==> config.mk <==
export PLATFORM = sky130hd
export DESIGN_NAME = qracc_sram_ctrl
export DESIGN_NICKNAME = d
export VERILOG_FILES = /design/src/rtl/qracc_sram_ctrl.sv
export SDC_FILE = /design/constraint.sdc
export NUM_CORES = 1
export LEC_CHECK = 0
export ABC_AREA = 1
export BUFFER_PORTS_ARGS = -buffer_cell sky130_fd_sc_hd__buf_2
export CORE_AREA = 2 2 118 120
export CTS_CLUSTER_DIAMETER = 60
export DETAILED_ROUTE_END_ITERATION = 6
export DIE_AREA = 0 0 120 122
export PLACE_DENSITY = 0.65
export SLEW_MARGIN = 0
export SYNTH_ARGS = -nofsm -noshare
export SYNTH_HDL_FRONTEND = slang
export SYNTH_SLANG_ARGS = --single-unit
==> constraint.sdc <==
create_clock -name clk -period 2.89 [get_ports clk]
set_input_delay 0 -clock clk [delete_from_list [all_inputs] [get_ports clk]]
set_output_delay 0 -clock clk [all_outputs]
set_load 0.1 [all_outputs]
==> src/rtl/qracc_sram_ctrl.sv <==
// qracc_sram_ctrl: sequences the analog SRAM macro pins for single-word read/write requests.
// Build option QRACC_WRITE_VERIFY_EN adds a read-back check after every write (sticky wr_err_o).
module qracc_sram_ctrl #(
    parameter int numRows   = 128,
    parameter int numCols   = 32,
    parameter int pchCycles = 1,
    parameter int wlCycles  = 1
) (
    input  logic                       clk,
    input  logic                       rst,
    input  logic                       rq_valid_i,
    input  logic                       rq_wr_i,
    input  logic [$clog2(numRows)-1:0] addr_i,
    input  logic [numCols-1:0]         wr_data_i,
    output logic                       rq_ready_o,
    output logic                       rd_valid_o,
    output logic [numCols-1:0]         rd_data_o,
    input  logic                       mac_en_i,
    output logic                       busy_o,
    output logic [numRows-1:0]         WL,
    output logic                       PCH,
    output logic                       WRITE,
    output logic [numCols-1:0]         WR_DATA,
    output logic [numCols-1:0]         CSEL,
    output logic                       SAEN,
    input  logic [numCols-1:0]         SA_OUT,
    output logic                       wr_err_o
);
    localparam int AW   = $clog2(numRows);
    localparam int MAXC = (pchCycles > wlCycles) ? pchCycles : wlCycles;
    localparam int CW   = $clog2(MAXC + 1);
    localparam logic [CW-1:0] PCH_LOAD = CW'(pchCycles - 1);
    localparam logic [CW-1:0] WL_LOAD  = CW'(wlCycles - 1);

    typedef enum logic [2:0] {
        IDLE, W_SETUP, W_WL, W_REC, R_PCH, R_WL, R_SENSE, R_DONE
    } state_t;

    state_t            state, state_d;
    logic [CW-1:0]     cnt, cnt_d;
    logic [AW-1:0]     addr_q;
    logic [numCols-1:0] wdata_q;
    logic              accept;
    logic              sense_is_read;
    logic              wl_on;

    // Handshake: a request transfers on a rising edge where rq_valid_i && rq_ready_o;
    // ready is only offered in IDLE with MAC mode off, so payload is latched exactly once.
    assign rq_ready_o = (state == IDLE) && !mac_en_i && !rst;
    assign accept     = rq_valid_i && (state == IDLE) && !mac_en_i;

    always_comb begin
        state_d = state;
        cnt_d   = cnt;
        case (state)
            IDLE: if (accept) begin
                state_d = rq_wr_i ? W_SETUP : R_PCH;
                cnt_d   = rq_wr_i ? WL_LOAD : PCH_LOAD;
            end
            W_SETUP: begin
                state_d = W_WL;
                cnt_d   = WL_LOAD;
            end
            W_WL: if (cnt == '0) state_d = W_REC;
                  else           cnt_d   = cnt - CW'(1);
`ifdef QRACC_WRITE_VERIFY_EN
            W_REC: begin
                state_d = R_PCH;
                cnt_d   = PCH_LOAD;
            end
`else
            W_REC: state_d = IDLE;
`endif
            R_PCH: if (cnt == '0) begin
                state_d = R_WL;
                cnt_d   = WL_LOAD;
            end else begin
                cnt_d   = cnt - CW'(1);
            end
            R_WL: if (cnt == '0) state_d = R_SENSE;
                  else           cnt_d   = cnt - CW'(1);
            R_SENSE: state_d = sense_is_read ? R_DONE : IDLE;
            R_DONE:  state_d = IDLE;
            default: state_d = IDLE;
        endcase
    end

    always_ff @(posedge clk or posedge rst) begin
        if (rst) begin
            state     <= IDLE;
            cnt       <= '0;
            addr_q    <= '0;
            wdata_q   <= '0;
            rd_data_o <= '0;
        end else begin
            state <= state_d;
            cnt   <= cnt_d;
            if (accept) begin
                addr_q  <= addr_i;
                wdata_q <= wr_data_i;
            end
            if (state == R_SENSE && sense_is_read)
                rd_data_o <= SA_OUT;
        end
    end

`ifdef QRACC_WRITE_VERIFY_EN
    logic verify_q;
    logic wr_err_q;

    // verify_q marks the R_* pass that follows a write as a check, not a host read.
    always_ff @(posedge clk or posedge rst) begin
        if (rst) begin
            verify_q <= 1'b0;
            wr_err_q <= 1'b0;
        end else begin
            if (accept)
                verify_q <= rq_wr_i;
            if (accept && rq_wr_i)
                wr_err_q <= 1'b0;
            else if (state == R_SENSE && verify_q && SA_OUT != wdata_q)
                wr_err_q <= 1'b1;
        end
    end

    assign sense_is_read = !verify_q;
    assign wr_err_o      = wr_err_q;
`else
    assign sense_is_read = 1'b1;
    assign wr_err_o      = 1'b0;
`endif

    // Analog controls decode from state and latched request only.
    assign busy_o     = (state != IDLE);
    assign rd_valid_o = (state == R_DONE);
    assign PCH        = (state == R_PCH);
    assign SAEN       = (state == R_SENSE);
    assign WRITE      = (state == W_SETUP) || (state == W_WL) || (state == W_REC);
    assign WR_DATA    = WRITE ? wdata_q : '0;
    assign CSEL       = (WRITE || state == R_PCH || state == R_WL) ? '1 : '0;
    assign wl_on      = (state == W_WL) || (state == R_WL) || (state == R_SENSE);

    // Rows beyond numRows match no index, leaving WL all-zero.
    always_comb begin
        WL = '0;
        for (int i = 0; i < numRows; i++)
            WL[i] = wl_on && (int'(addr_q) == i);
    end
endmodule

==> results of run 1 <==
cell families (layout without fill, tap and decap cells):
| family | count (synthesis) | after routing |
|---|---|---|
| AND/OR/NAND/NOR | 369 | 369 |
| AO/OA/AOI/OAI | 42 | 42 |
| flip-flops | 74 | 74 |
| buffers and inverters | 134 | 473 |
| other | 1 | 2 |
| adder cells (fa/ha/maj) | 5 | 5 |
synth_stat cells:
| cell | count | area share [%] |
|---|---|---|
| buf_2 | 15 | 1.8 |
| buf_6 | 1 | 0.27 |
| inv_2 | 1 | 0.089 |
| nor2_2 | 1 | 0.15 |
| nand2_4 | 1 | 0.27 |
| nand2_2 | 2 | 0.30 |
| nand3b_1 | 1 | 0.18 |
| nor3_1 | 1 | 0.12 |
| o21bai_1 | 1 | 0.18 |
| nand3_1 | 8 | 0.95 |
| nand3_2 | 2 | 0.47 |
| inv_1 | 73 | 6.5 |
| o21ai_1 | 2 | 0.24 |
| nor2_1 | 226 | 20 |
| ha_1 | 5 | 1.5 |
| clkbuf_1 | 7 | 0.62 |
| buf_4 | 36 | 6.4 |
| dfrtp_1 | 74 | 44 |
| a21oi_1 | 39 | 4.6 |
| clkinv_1 | 1 | 0.089 |
| conb_1 | 1 | 0.089 |
| nand2_1 | 127 | 11 |
through the flow:
| step | util [%] | worst slack [ns] | hold slack (ns) |
|---|---|---|---|
| finish | 49.7 | 0.523 | 0.0668 |
| global route | 49.7 | 0.317 | 0.0854 |
| CTS | 49.7 | 0.521 | 0.0535 |
| detailed placement | 41.9 | 0.884 | 0.190 |
| global placement | 41.9 | 0.899 | 0.189 |
| floorplan | - | -0.189 | 0.110 |
layout by cell type, fill, tap and decap left out, types with 4 or more instances in the layout:
cell / netlist / routed
nand2_1: 127 / 127
ha_1: 5 / 5
clkbuf_16: 0 / 9
clkbuf_8: 0 / 4
nor2_1: 226 / 224
dfrtp_1: 74 / 74
inv_1: 73 / 72
a21oi_1: 39 / 39
nand3_1: 8 / 7
buf_4: 36 / 4
buf_2: 15 / 305
dlygate4sd3_1: 0 / 72
critical path, cell delays in order (launching register included):
cell	delay, ns
dfrtp_1	0.41
inv_1	0.12
ha_1	0.19
nand2_2	0.10
nand2_4	0.19
nand3_2	0.33
nor2_1	0.25
buf_2	0.45
area by class of cell:
type | instances | area share, %
Timing Repair Buffer | 382 | 34.2
Sequential cell | 74 | 27.6
Multi-Input combinational cell | 417 | 25.7
Inverter | 75 | 4.21
Clock buffer | 13 | 4.18
Tap cell | 180 | 3.36
Clock inverter | 3 | 0.671
Antenna cell | 1 | 0.0373
worst max-delay path by stage:
stage / startpoint / end / slack (ns) / depth (start not counted)
global route: state[0] / CSEL[16] / 0.32 / 7
finish: state[1] / WL[34] / 0.52 / 7
floorplan: state[0] / WR_DATA[10] / -0.19 / 6
global placement: state[1] / WL[22] / 0.90 / 7
detailed placement: state[1] / WL[34] / 0.88 / 7
CTS: state[1] / WL[22] / 0.52 / 7
sequential cells by signal, indices dropped and copies added, names as in the netlist:
| register | count |
|---|---|
| addr_q | 7 |
| rd_data_o | 32 |
| state | 3 |
| wdata_q | 32 |
per-layer routing:
layer,global-route usage (%),routed length [um],up-vias
li1,-,-,2475
met1,20.8,5670,2194
met2,33.8,7310,201
met3,4.31,929,21
met4,7.50,390,0
met5,0,0,-
==> results.sh, run 1 <==
export IMPL_result_of_the_run="completed"
export IMPL_criticalPathCategory="reg2out"
export IMPL_final_max_slew_viol_count=0
export IMPL_finalSetupTns_ns=0
export IMPL_drcViolationCount=0
export IMPL_numPortBuffers=305
export IMPL_timing_critical_path_to_type="output pin"
export IMPL_clock_latency_ns=0.32
export IMPL_post_synth_cell_area_avg_um2=6.76
export IMPL_fin_skew_ns=0.00436
export IMPL_row_count=43
export IMPL_worst_hold_path_endpoint="state[2]"
export IMPL_fmaxAchievable_mhz=423
export IMPL_setup_worst_path_start_class="register"
export IMPL_hold_class="in2reg"
export IMPL_fp_coreArea_um2=13500
export IMPL_fp_dieArea_um2=14600
export IMPL_critical_path_max_fanout=18
export IMPL_post_dp_hpwl_um=10100
export IMPL_grt_max_degree=81
export IMPL_synth_mux_area_fraction_pct=0
export IMPL_synth_cell_type_count=22
export IMPL_hold_viol_final=0
export IMPL_yosys_area_share_xor_xnor_pct=0
export IMPL_max_cap_violations=0
export IMPL_cts_htree_levels=3
export IMPL_clock_sink_count=74
export IMPL_postcts_resize_cnt=0
export IMPL_synthCells=625
export IMPL_cp_data_required_time_ns=2.89
export IMPL_die_height_um=122
export IMPL_setup_viol=0
export IMPL_gp_congestion=0.782
export IMPL_drtPass1Iterations=6
export IMPL_fin_nets=1040
export IMPL_floorplan_io_pins=307
export IMPL_dp_cells=1056
export IMPL_synth_compound_gate_area_share_pct=5.04
export IMPL_timing_rr_end="state[0]"
export IMPL_max_clock_path_buffers=2
export IMPL_grt_total_usage_pct=18.5
export IMPL_dpl_cell_area_um2=5660
export IMPL_worst_ep_arrival_time_ns=2.37
export IMPL_timing_hold_worst_path_depth=6
export IMPL_finish_cell_count_without_fillers=1145
export IMPL_holdCritStartpoint="rq_wr_i"
export IMPL_grt_setup_unrepaired="false"
export IMPL_clkSlewWorstSetupHoldPaths_ns=0.05
export IMPL_synth_yosys_seq_area_share_pct=43.9
export IMPL_timing_worst_slew_pin_value_ns=0.800
export IMPL_finalCritPeriodShare_pct=81.9
export IMPL_routed_wire_length_per_instance_um=12.5
export IMPL_yosys_area_share_adder_pct=1.48
export IMPL_netlist_area_um2=4220
export IMPL_antenna_violations_before_repair=1
export IMPL_yosys_reg_bits=74
export IMPL_cts_hold_repair_buffers=72
export IMPL_post_route_min_period_ns=2.37
export IMPL_wire_length_of_the_first_global_routing_pass_um=21600
export IMPL_drive_above_1_share_pct=35.2
export IMPL_ant_nets=0
export IMPL_detail_route_vias_per_cell=4.27
export IMPL_syn_nets=706
export IMPL_overflow=0
export IMPL_n_fill_cell=1333
export IMPL_final_area_um2=6710
export IMPL_total_wire_length_um=14300
export IMPL_r2r_cells=9
export IMPL_via_count_of_the_first_global_routing_pass=4479
export IMPL_first_iteration_detailed_routing_drc_count=281
export IMPL_multi_input_area_um2=1730
export IMPL_synth_top_family_by_area="simple AND/OR/NAND/NOR gates"
export IMPL_clock_tree_root_cell="clkbuf_16"
export IMPL_area_growth_pct=58.9
export IMPL_sequential_cell_area_um2=1850
export IMPL_max_slew_margin_rel_pct=46.5
export IMPL_worstReg2RegStart="state[0]"
export IMPL_cts_repair_timing_setup_buffer_count=0
export IMPL_synth_simple_gate_area_share_pct=33.8
export IMPL_reg2reg_slack_ns=1.10
export IMPL_chip_width_um=120
export IMPL_yosys_warnings=0
export IMPL_vias=4891
export IMPL_floorplan_initialDensity_pct=31.3
export IMPL_cts_buffers=9
export IMPL_cts_tree="built"
Power of run 1 is not shown: default switching activity piles up to over one toggle a cycle in this logic, so the estimate is an artifact.
==> run 2, diff against run 1 <==
==> constraint.sdc (replaced) <==
create_clock -name clk -period 2.4 [get_ports clk]
set_input_delay 0 -clock clk [delete_from_list [all_inputs] [get_ports clk]]
set_output_delay 0 -clock clk [all_outputs]
set_load 0.1 [all_outputs]
==> results.sh, run 2 (synthesis results as in run 1) <==
export IMPL_result_of_the_run="completed"
export IMPL_numPortBuffers=305
export IMPL_route_top_layer_used="met4"
export IMPL_timing_worst_slew_pin_value_ns=0.708
export IMPL_post_route_min_period_ns=2.33
export IMPL_fmaxAchievable_mhz=428
export IMPL_fp_coreArea_um2=13500
export IMPL_grt_max_degree=61
export IMPL_max_stage_delay_ns=0.48
export IMPL_vias=5009
export IMPL_grt_total_usage_pct=19.0
export IMPL_cts_buffers=9
export IMPL_clock_sink_count=74
export IMPL_detail_route_vias_per_cell=4.35
export IMPL_setup_worst_path_start_class="register"
export IMPL_chip_width_um=120
export IMPL_clock_latency_ns=0.32
export IMPL_hold_class="in2reg"
export IMPL_fin_skew_ns=0.00827
export IMPL_max_slew_margin_rel_pct=52.7
export IMPL_floorplan_io_pins=307
export IMPL_sequential_cell_area_um2=1850
export IMPL_route_layer_met1_wl_um=5920
export IMPL_dr_wl_met3_um=860
export IMPL_reg_top3="rd_data_o (32), wdata_q (32), addr_q (7)"
export IMPL_hold_viol_final=0
export IMPL_mostFrequentLayoutCell="buf_2"
export IMPL_crit_path_cell_trace="inv_1, ha_1, o21bai_2, o21ai_4, clkinv_2, nand3_4, buf_2"
export IMPL_fin_nets=1046
export IMPL_holdWs_ns=0.0554
export IMPL_die_height_um=122
export IMPL_antenna_violations_before_repair=1
export IMPL_cp_data_required_time_ns=2.40
export IMPL_row_count=43
export IMPL_criticalPathCategory="reg2out"
export IMPL_routed_wl_met2_um=7640
export IMPL_final_max_slew_viol_count=0
export IMPL_post_dp_hpwl_um=10700
export IMPL_final_design_utilization_pct=52.1
export IMPL_multi_input_area_um2=1900
export IMPL_via_count_of_the_first_global_routing_pass=4621
export IMPL_cts_repair_timing_setup_buffer_count=0
export IMPL_clock_tree_root_cell="clkbuf_16"
export IMPL_routed_wire_length_per_instance_um=13.0
export IMPL_max_clock_path_buffers=2
export IMPL_overflow=0
export IMPL_dp_cells=1062
export IMPL_cts_htree_levels=3
export IMPL_reg2reg_slack_ns=0.59
export IMPL_wire_length_of_the_first_global_routing_pass_um=22200
export IMPL_critical_path_top_delay_cell="buf_2"
export IMPL_drive_above_1_share_pct=38.9
export IMPL_ant_nets=0
export IMPL_cts_tree="built"
export IMPL_area_growth_pct=66.7
export IMPL_timing_critical_path_to_type="output pin"
export IMPL_layout_common_cells="buf_2, nor2_1, nand2_1"
export IMPL_drcViolationCount=0
export IMPL_setup_viol=0
export IMPL_critical_path_buf_inv_count=3
export IMPL_n_fill_cell=1283
export IMPL_clkSlewWorstSetupHoldPaths_ns=0.05
export IMPL_floorplan_initialDensity_pct=31.3
export IMPL_critical_path_max_fanout=32
export IMPL_finish_cell_count_without_fillers=1151
export IMPL_total_wire_length_um=14900
export IMPL_worst_ep_arrival_time_ns=2.33
export IMPL_drtPass1Iterations=5
export IMPL_grt_setup_unrepaired="true"
export IMPL_max_cap_violations=0
export IMPL_finalCritPeriodShare_pct=97.3
export IMPL_critical_path_top_delay_family="buffers and inverters"
export IMPL_first_iteration_detailed_routing_drc_count=226
export IMPL_gp_congestion=0.767
export IMPL_fp_dieArea_um2=14600
## run 2: cell count changes in the layout (fill, tap and decap cells not counted), sizes merged
cell and change:
clkinv +1, clkbuf +46, buf -41
## run 2: per-layer routing
| metal | global-route usage, % | vias to the layer above |
|---|---|---|
| met5 | 0 | - |
| met4 | 8.97 | 0 |
| met3 | 3.37 | 35 |
| met2 | 33.9 | 226 |
| met1 | 22.0 | 2250 |
| li1 | - | 2498 |
## run 2: path summary, 6_finish.rpt
path,start,to,cells after the start
min,rq_wr_i,state[2],6
max,state[0],CSEL[25],7
min reg2reg,rd_data_o[1],rd_data_o[1],2
min in group asynchronous,rst,wdata_q[20],3
max in group asynchronous,rst,addr_q[2],4
max reg2reg,state[0],state[0],9
## run 2: layout make-up
cell class	instances	share of cell area, %
repair buffers	388	35.1
multi-input cells	417	26.9
flip-flops and latches	74	26.3
inverters	75	4.02
clock buffers	12	3.64
well taps	180	3.20
clock inverters	4	0.711
diodes	1	0.0356
## run 2: metrics by stage
stage               worst slack [ns]  instance area (um2)  setup TNS [ns]
floorplan                    -0.0723                 4460           -7.91
global placement               0.389                 5860               0
detailed placement             0.332                 5860               0
CTS                          0.00738                 6890               0
global route                  -0.105                 7040           -3.22
finish                        0.0656                 7040               0
## run 2: timing repair
action                                  4_1_cts  5_1_grt
cloned                                        0        0
hold buffers                                 72        0
endpoints found under the hold margin        95        0
gates resized for setup                       2       55
endpoints found under the setup margin        2       92
## run 2: worst register-to-register path, cell delays in order, from the launching register on
cell and delay (ns):
dfrtp_1 0.41, inv_1 0.09, ha_1 0.26, nand2_1 0.11, buf_4 0.32, nand2_1 0.09
nor2_1 0.15, nand3_1 0.11, nand3_1 0.10, nand2_1 0.06
Power of run 2 is left out for the same reason.
==> run 3, diff against run 2 <==
--- a/config.mk
+++ b/config.mk
@@ -5,13 +5,11 @@
 export SDC_FILE = /design/constraint.sdc
 export NUM_CORES = 1
 export LEC_CHECK = 0
-export ABC_AREA = 1
 export BUFFER_PORTS_ARGS = -buffer_cell sky130_fd_sc_hd__buf_2
-export CORE_AREA = 2 2 118 120
+export CORE_AREA = 2 2 120 122
 export CTS_CLUSTER_DIAMETER = 60
 export DETAILED_ROUTE_END_ITERATION = 6
-export DIE_AREA = 0 0 120 122
-export PLACE_DENSITY = 0.65
+export DIE_AREA = 0 0 122 124
 export SLEW_MARGIN = 0
 export SYNTH_ARGS = -nofsm -noshare
 export SYNTH_HDL_FRONTEND = slang
==> constraint.sdc (replaced) <==
create_clock -name clk -period 2.7 [get_ports clk]
set_input_delay 0 -clock clk [delete_from_list [all_inputs] [get_ports clk]]
set_output_delay 0 -clock clk [all_outputs]
set_load 0.1 [all_outputs]
==> results.sh, run 3 <==
export IMPL_result_of_the_run="completed"
export IMPL_reg2reg_slack_ns=0.86
export IMPL_netlist_area_um2=4310
export IMPL_drtPass1Iterations=4
export IMPL_drive_above_1_share_pct=52.1
export IMPL_criticalPathCategory="reg2out"
export IMPL_max_cap_violations=0
export IMPL_cts_repair_timing_setup_buffer_count=0
export IMPL_cp_data_required_time_ns=2.70
export IMPL_max_slew_margin_rel_pct=54.4
export IMPL_gp_congestion=0.847
export IMPL_clkSlewWorstSetupHoldPaths_ns=0.06
export IMPL_yosys_warnings=0
export IMPL_synth_simple_gate_area_share_pct=23.6
export IMPL_numPortBuffers=305
export IMPL_row_count=43
export IMPL_mostFrequentLayoutCell="buf_2"
export IMPL_wire_length_of_the_first_global_routing_pass_um=22300
export IMPL_clock_sink_count=74
export IMPL_worstReg2RegStart="state[0]"
export IMPL_multi_input_area_um2=2000
export IMPL_first_iteration_detailed_routing_drc_count=188
export IMPL_crit_path_cell_trace="inv_1, ha_1, a21o_2, nand4_1, nor2_1, buf_2"
export IMPL_synth_enable_flop_cells=0
export IMPL_drcViolationCount=0
export IMPL_via_count_of_the_first_global_routing_pass=4291
export IMPL_fmaxAchievable_mhz=393
export IMPL_post_dp_hpwl_um=10800
export IMPL_timing_hold_worst_path_depth=4
export IMPL_synth_top_area_share_pct=43.0
export IMPL_die_height_um=124
export IMPL_synth_async_sr_flop_share_pct=100
export IMPL_setup_worst_path_start_class="register"
export IMPL_synth_mux_area_fraction_pct=19.9
export IMPL_sequential_cell_area_um2=1850
export IMPL_timing_rr_end="wdata_q[1]"
export IMPL_hold_viol_final=0
export IMPL_yosys_top_cells_area="dfrtp_1, mux2_2, nor2_1"
export IMPL_fin_nets=859
export IMPL_cts_buffers=9
export IMPL_synth_cell_type_count=33
export IMPL_clock_tree_root_cell="clkbuf_16"
export IMPL_max_clock_path_buffers=2
export IMPL_fp_dieArea_um2=15100
export IMPL_cts_tree="built"
export IMPL_worst_hold_path_endpoint="state[0]"
export IMPL_synthCells=448
export IMPL_total_wire_length_um=15000
export IMPL_fin_skew_ns=0.00437
export IMPL_synth_top_flop_cell="dfrtp_1"
export IMPL_synth_compound_gate_area_share_pct=0.930
export IMPL_overflow=0
export IMPL_yosys_area_share_adder_pct=1.45
export IMPL_chip_width_um=122
export IMPL_diodes=0
export IMPL_timing_worst_slew_pin_value_ns=0.682
export IMPL_grt_total_usage_pct=18.9
export IMPL_floorplan_initialDensity_pct=31.4
export IMPL_hold_class="in2reg"
export IMPL_syn_nets=529
export IMPL_antenna_violations_before_repair=0
export IMPL_final_max_slew_viol_count=0
export IMPL_clock_latency_ns=0.33
export IMPL_dp_cells=874
export IMPL_vias=4390
export IMPL_floorplan_io_pins=307
export IMPL_finish_cell_count_without_fillers=963
export IMPL_critical_path_max_fanout=18
export IMPL_post_synth_cell_area_avg_um2=9.61
export IMPL_pre_cts_ws_ns=0.209
export IMPL_n_fill_cell=1238
export IMPL_grt_setup_unrepaired="false"
export IMPL_timing_final_ws_setup_ns=0.157
export IMPL_layout_common_cells="buf_2, nor2_1, dfrtp_1"
export IMPL_grt_max_degree=34
export IMPL_post_route_min_period_ns=2.54
export IMPL_yosys_area_share_xor_xnor_pct=0
export IMPL_r2r_cells=6
export IMPL_yosysMostFrequentCell="nor2_1"
export IMPL_yosysTopAreaCell="dfrtp_1"
export IMPL_setup_viol=0
export IMPL_detail_route_vias_per_cell=4.56
export IMPL_ant_nets=0
export IMPL_synth_yosys_seq_area_share_pct=43.0
export IMPL_finalCritPeriodShare_pct=94.2
export IMPL_worst_setup_path_startpoint="state[1]"
export IMPL_worst_ep_arrival_time_ns=2.54
export IMPL_finalSetupTns_ns=0
export IMPL_fp_coreArea_um2=13700
export IMPL_cts_htree_levels=3
export IMPL_routed_wire_length_per_instance_um=15.6
export IMPL_reg_top3="rd_data_o (32), wdata_q (32), addr_q (7)"
export IMPL_area_growth_pct=60.5
export IMPL_post_synth_most_frequent_cells="nor2_1, dfrtp_1, mux2_2"
export IMPL_synth_top_family_by_area="simple AND/OR/NAND/NOR gates"
export IMPL_max_stage_delay_ns=0.44
export IMPL_yosys_reg_bits=74
export IMPL_critical_path_top_delay_cell="buf_2"
export IMPL_timing_critical_path_to_type="output pin"
export IMPL_holdCritStartpoint="rq_valid_i"
==> run 3: cell count changes in the layout (fill, tap and decap cells not counted), moves of 9 or more <==
cell / previous run / this run
nor2_4: 10 / 1
clkbuf_4: 47 / 26
nand2_1: 127 / 10
mux2_4: 0 / 10
buf_12: 1 / 10
nor2_2: 25 / 1
inv_1: 72 / 3
nor2_1: 192 / 132
a21oi_1: 39 / 0
nand3_1: 7 / 16
and2_1: 0 / 34
buf_2: 254 / 269
mux2_2: 0 / 62
==> run 3: worst max path at each step <==
stage	to	slack, ns
detailed placement	WL[26]	0.21
global route	WL[110]	0.005
floorplan	WL[104]	0.11
finish	WL[77]	0.16
CTS	WL[12]	0.11
global placement	WL[27]	0.37
==> run 3: final cells by class <==
| type | count | share of cell area (%) |
|---|---|---|
| tap | 180 | 3.26 |
| clock buffer | 11 | 3.37 |
| multi-input combinational | 304 | 28.9 |
| sequential | 74 | 26.8 |
| timing repair buffer | 385 | 36.5 |
| inverter | 4 | 0.235 |
| clock inverter | 5 | 0.923 |
==> run 3: cell families (layout without fill, tap and decap cells) <==
| logic type | count (synthesis) | in the layout |
|---|---|---|
| compound gates | 5 | 5 |
| fa+ha+maj | 5 | 5 |
| buf+inv | 70 | 405 |
| flops | 74 | 74 |
| mux | 73 | 73 |
| other cells | 1 | 1 |
| simple gates | 220 | 220 |
==> run 3: routing by layer <==
layer,wire length [um],global-route usage [%],vias to the layer above
met3,1310,4.95,25
met4,342,6.68,0
met1,5450,20.3,2065
met2,7900,35.7,226
met5,0,0,-
li1,-,-,2074
==> run 3: what timing repair did <==
action / 4_1_cts / 5_1_grt
endpoints found under the hold margin: 88 / 0
hold buffers: 73 / 0
gates resized for setup: 2 / 26
setup endpoints to repair: 49 / 26
cloned: 0 / 0
==> run 3: per-stage QoR <==
step | instance area [um2] | hold WS, ns | util, %
2_1_floorplan | 4310 | 0.148 | -
3_3_place_gp | 5810 | -0.0209 | 42.4
3_5_place_dp | 5810 | -0.0145 | 42.4
4_1_cts | 6850 | 0.154 | 49.9
5_1_grt | 6910 | 0.191 | 50.4
6_report | 6910 | 0.158 | 50.4
==> run 3: worst max-delay path: cells and delay by family (launching register included) <==
kind,cells,cell delay (ns)
and+or+nand+nor,2,0.59
buffers and inverters,2,0.55
DFF,1,0.43
AOI/OAI and AO/OA,1,0.37
adders and majority gates,1,0.27
Power of run 3 is left out for the same reason.
